$ cat src/rtl/pipe_stage_reg_if.sv
// rtl/pipe_stage_reg_if.sv - handshake bundle for the elastic pipeline-stage register
interface pipe_stage_reg_if #(
  parameter int WIDTH = 32
) ();

  logic             in_valid;
  logic             in_ready;
  logic [WIDTH-1:0] in_data;
  logic             out_valid;
  logic             out_ready;
  logic [WIDTH-1:0] out_data;
  logic             flush;
  logic [1:0]       occupancy;

  // Surrounding pipeline side: drives upstream payload, downstream ready and flush
  modport master (
    output in_valid, in_data, out_ready, flush,
    input  in_ready, out_valid, out_data, occupancy
  );

  // Stage side
  modport slave (
    input  in_valid, in_data, out_ready, flush,
    output in_ready, out_valid, out_data, occupancy
  );

endinterface

$ cat src/rtl/pipe_stage_reg.sv
// rtl/pipe_stage_reg.sv - elastic pipeline-stage register with two-entry skid, flush and bubbles (optional PIPE_STAGE_ZERO_BUBBLE_EN)
module pipe_stage_reg #(
  parameter int               WIDTH     = 32,
  parameter logic [WIDTH-1:0] NOP_VALUE = '0
) (
  input  logic         clk,
  input  logic         reset_n,
  pipe_stage_reg_if.slave bus
);

  // Encoding equals the number of held entries, so occupancy is the state itself
  typedef enum logic [1:0] {
    EMPTY = 2'd0,
    BUSY  = 2'd1,
    FULL  = 2'd2
  } state_e;

  state_e           state_q, state_d;
  logic [WIDTH-1:0] m_q, m_d;
  logic [WIDTH-1:0] s_q, s_d;

  logic in_ready_w;
  logic out_valid_w;
  logic in_fire;
  logic out_fire;

  // Handshake outputs come from registered state only; no combinational ready path
  assign in_ready_w  = (state_q != FULL);
  assign out_valid_w = (state_q != EMPTY);
  assign in_fire     = bus.in_valid & in_ready_w;
  assign out_fire    = out_valid_w & bus.out_ready;

  assign bus.in_ready  = in_ready_w;
  assign bus.out_valid = out_valid_w;
  assign bus.out_data  = m_q;
  assign bus.occupancy = state_q;

  // State and payload registers; reset forces bubbles into both entries
  always_ff @(posedge clk or negedge reset_n) begin
    if (!reset_n) begin
      state_q <= EMPTY;
      m_q     <= NOP_VALUE;
      s_q     <= NOP_VALUE;
    end else begin
      state_q <= state_d;
      m_q     <= m_d;
      s_q     <= s_d;
    end
  end

  // Next-state and payload steering; flush overrides everything else
  always_comb begin
    state_d = state_q;
    m_d     = m_q;
    s_d     = s_q;

    case (state_q)
      EMPTY: begin
        if (in_fire) begin
          m_d     = bus.in_data;
          state_d = BUSY;
        end
      end
      BUSY: begin
        if (in_fire && out_fire) begin
          m_d = bus.in_data;
        end else if (in_fire) begin
          s_d     = bus.in_data;
          state_d = FULL;
        end else if (out_fire) begin
          state_d = EMPTY;
`ifdef PIPE_STAGE_ZERO_BUBBLE_EN
          m_d = NOP_VALUE;
`endif
        end
      end
      FULL: begin
        if (out_fire) begin
          m_d     = s_q;
          state_d = BUSY;
`ifdef PIPE_STAGE_ZERO_BUBBLE_EN
          s_d = NOP_VALUE;
`endif
        end
      end
      default: begin
        state_d = EMPTY;
      end
    endcase

    // An input accepted in the flush cycle is dropped along with held entries
    if (bus.flush) begin
      state_d = EMPTY;
`ifdef PIPE_STAGE_ZERO_BUBBLE_EN
      m_d = NOP_VALUE;
      s_d = NOP_VALUE;
`endif
    end
  end

endmodule
$ cat src/flat_wrapper.sv
// flat-port wrapper written by rule: the top's interface ports become plain ports
module pipe_stage_reg_flat 
#(
  parameter int               WIDTH     = 32,
  parameter logic [WIDTH-1:0] NOP_VALUE = '0
)
  (clk, reset_n, bus_in_valid, bus_in_data, bus_out_ready, bus_flush, bus_in_ready, bus_out_valid, bus_out_data, bus_occupancy);
  pipe_stage_reg_if #(.WIDTH(WIDTH)) bus_i ();
  input  logic clk;
  input  logic reset_n;
  input wire logic [$bits(bus_i.in_valid)-1:0] bus_in_valid;
  input wire logic [$bits(bus_i.in_data)-1:0] bus_in_data;
  input wire logic [$bits(bus_i.out_ready)-1:0] bus_out_ready;
  input wire logic [$bits(bus_i.flush)-1:0] bus_flush;
  output wire logic [$bits(bus_i.in_ready)-1:0] bus_in_ready;
  output wire logic [$bits(bus_i.out_valid)-1:0] bus_out_valid;
  output wire logic [$bits(bus_i.out_data)-1:0] bus_out_data;
  output wire logic [$bits(bus_i.occupancy)-1:0] bus_occupancy;
  assign bus_i.in_valid = bus_in_valid;
  assign bus_i.in_data = bus_in_data;
  assign bus_i.out_ready = bus_out_ready;
  assign bus_i.flush = bus_flush;
  assign bus_in_ready = bus_i.in_ready;
  assign bus_out_valid = bus_i.out_valid;
  assign bus_out_data = bus_i.out_data;
  assign bus_occupancy = bus_i.occupancy;
  pipe_stage_reg #(.WIDTH(WIDTH), .NOP_VALUE(NOP_VALUE)) u_core (.clk(clk), .reset_n(reset_n), .bus(bus_i));
endmodule
$ cat config.mk
export PLATFORM = sky130hd
export DESIGN_NAME = pipe_stage_reg_flat
export DESIGN_NICKNAME = d
export VERILOG_FILES = /design/src/rtl/pipe_stage_reg_if.sv /design/src/rtl/pipe_stage_reg.sv /design/src/flat_wrapper.sv
export SDC_FILE = /design/constraint.sdc
export NUM_CORES = 1
export LEC_CHECK = 0
export ABC_AREA = 1
export CORE_MARGIN = 1.5
export CORE_UTILIZATION = 27
export CTS_BUF_LIST = sky130_fd_sc_hd__clkbuf_4 sky130_fd_sc_hd__clkbuf_8
export CTS_CLUSTER_SIZE = 10
export DETAILED_ROUTE_END_ITERATION = 16
export PLACE_DENSITY_LB_ADDON = 0.15
export SLEW_MARGIN = 20
export SYNTH_ARGS = -nofsm -noshare
export SYNTH_HDL_FRONTEND = slang
export SYNTH_SLANG_ARGS = --single-unit
$ cat constraint.sdc
create_clock -name clk -period 1.5 [get_ports clk]
set_input_delay 0.225 -clock clk [delete_from_list [all_inputs] [get_ports clk]]
set_output_delay 0.225 -clock clk [all_outputs]
set_load 0.005 [all_outputs]
==> results.py <==
metrics = {
    "synth": {
        "ys_seq_elements": 66,
        "syn_inst": 370,
        "syn_area_per_cell_um2": 7.89,
        "syn-cell-area_mm2": 0.00292,
        "synth_fp_nets": 407,
        "synth-warning-count": 0,
        "ys_types": 15,
        "seq_area_frac_synth": 0.566,
    },
    "layout": {
        "stdcell_count": 609,
        "drive_gt1_frac": 0.152,
        "finalInstanceArea_mm2": 0.00439,
        "final_cell_mix": "nand2_1, clkdlybuf4s50_1, dfrtp_1, o21ai_0, inv_1",
        "final_common_cell": "nand2_1",
        "num_antenna_cells": 0,
        "nets": 505,
        "final_util": 0.422,
        "synthToLayoutAreaGrowth_pct": 50.4,
    },
    "critical_path": {
        "path_max_fanout": 6,
        "cp.arrival_ps": 1770,
        "worst_setup_path_end_kind": "flip-flop",
        "required_ps": 1780,
        "critPathKind": "reg2reg",
        "startpoint_type": "flip-flop",
    },
    "detailed_routing": {
        "wl_met2_um": 3570,
        "drtAntennaViolNets": 0,
        "drc": 0,
        "dr.max_layer_used": "met4",
        "dr_total_vias": 2634,
        "drt-met1-wl_um": 3740,
        "dr.pass1.iters": 5,
        "drt_iter0_markers": 74,
        "drt-wirelength-per-cell_um": 12.9,
        "routed_wl_um": 7860,
        "wl_met3_um": 453,
        "vias_per_cell": 4.33,
    },
    "sta": {
        "rsz0062_at_grt": "true",
        "fin_setup_tns_ps": 0,
        "slew_headroom": 0.659,
        "skew_ps": 8.75,
        "max_clock_freq_mhz": 670,
        "drv_slew": 0,
        "whs_ps": 392,
        "fin_crit_sh": 0.994,
        "setup_slack_ps": 8.30,
        "final_hold_viol_count": 0,
        "setup_viol": 0,
        "fin_crit_ps": 1490,
        "tightest_slew_ps": 511,
    },
    "clock_tree": {
        "clock_latency_ps": 340,
        "clock_path_buffers": 2,
        "cts_sinks": 66,
        "cts.htree.levels": 3,
        "cts_root_buffer": "clkbuf_8",
        "cts_tree": "built",
        "clk_transition_reported_paths_ps": 70,
        "numCtsBuffers": 9,
    },
    "placed_design": {
        "place.gp.congestion": 0.731,
        "io_buffers": 72,
        "dp_hpwl_um": 5050,
        "placed_area_mm2": 0.00393,
        "pre_cts_ws_ps": -111,
        "dp_cells": 579,
    },
    "die": {
        "fp.dieW_um": 107,
        "dieArea_mm2": 0.0114,
        "ios": 73,
        "rows": 37,
        "start_util": 0.280,
        "core_mm2": 0.0104,
        "die_h_um": 107,
    },
    "pwr": {
        "power_density_mw_per_mm2": 1510,
        "ir_drop_mv": 0.575,
        "totalPowerFinal_mw": 6.61,
        "p_leak_nw": 2.24,
    },
    "global_routing": {
        "grt_pass1_wl_um": 11800,
        "grt_pass1_vias": 2418,
        "grtUsageTotal": 0.134,
        "grt_start_max_net_pins": 37,
        "overflow": 0,
        "antenna_found_initial": 0,
    },
    "flow_run": {
        "cap_violations": 0,
    },
    "hold_path": {
        "hold_path.class": "in2async",
    },
    "status": {
        "status": "finished clean",
    },
}
-- layout make-up --
class | instances | area [µm²]
clock buffers | 11 | 139
inverters | 39 | 151
repair buffers | 106 | 1120
multi-input cells | 246 | 1100
well taps | 136 | 170
clock inverters | 5 | 53.8
fillers | 1099 | 6020
flip-flops and latches | 66 | 1650
-- power breakdown --
part	internal, mW	switching [mW]
clock	0.803	0.680
sequential	2.48	0.320
combinational	1.26	1.07
total	4.55	2.06
-- layer usage --
metal | global-route usage | up-vias
li1 | - | 1335
met1 | 0.179 | 1211
met2 | 0.211 | 78
met3 | 0.0359 | 10
met4 | 0.0457 | 0
met5 | 0 | -
-- kinds of logic (layout without fill, tap and decap cells) --
group,count (synthesis),after routing,share of synthesized area
flops,66,66,0.566
compound gates,68,68,0.118
simple gates,178,178,0.234
buf+inv,58,161,0.0831
-- synth_stat cells --
library cell	n	area share
buf_2	14	0.024
dfrtp_1	66	0.57
o21ai_2	1	0.0030
nand2_1	147	0.19
nand3_2	1	0.0034
inv_1	38	0.049
nor3_1	1	0.0017
inv_2	1	0.0013
clkbuf_1	3	0.0039
nand4_1	1	0.0021
a21oi_1	24	0.041
nor2_1	25	0.032
buf_4	2	0.0051
o21ai_0	43	0.074
nand3_1	3	0.0051
-- state kept, by name, indices dropped and copies added (netlist names) --
signal,count
u_core.bus.occupancy,2
u_core.bus.out_data,32
u_core.s_q,32
-- worst max-delay path, cell delays in order (launching register included) --
cell	delay [ps]
dfrtp_1	410
buf_6	130
buf_6	120
o21ai_1	240
o21ai_4	130
clkinv_4	130
clkbuf_16	160
nand2_1	50
nand2_1	60
-- timing repair --
| action | in CTS | in global routing |
|---|---|---|
| resized for setup | 12 | 33 |
| pin swaps | 1 | 5 |
| endpoints found under the setup margin | 37 | 66 |
| endpoints found under the hold margin | 18 | 0 |
| hold buffers | 1 | 0 |
| setup buffers | 6 | 4 |
| gates cloned | 0 | 5 |
-- path summary, 6_finish.rpt --
check | start | end | slack, ps | depth (start not counted)
max | u_core.bus.occupancy[1] | u_core.bus.out_data[8] | 8 | 8
min | reset_n | u_core.s_q[16] | 390 | 2
max reg2reg | u_core.bus.occupancy[1] | u_core.bus.out_data[8] | 8 | 8
min in group clk | bus_in_data[5] | u_core.s_q[5] | 460 | 3
min reg2reg | u_core.bus.out_data[19] | u_core.bus.out_data[19] | 480 | 2
max in group asynchronous | reset_n | u_core.bus.out_data[1] | 590 | 3
Power figures use the tool's default switching activity.
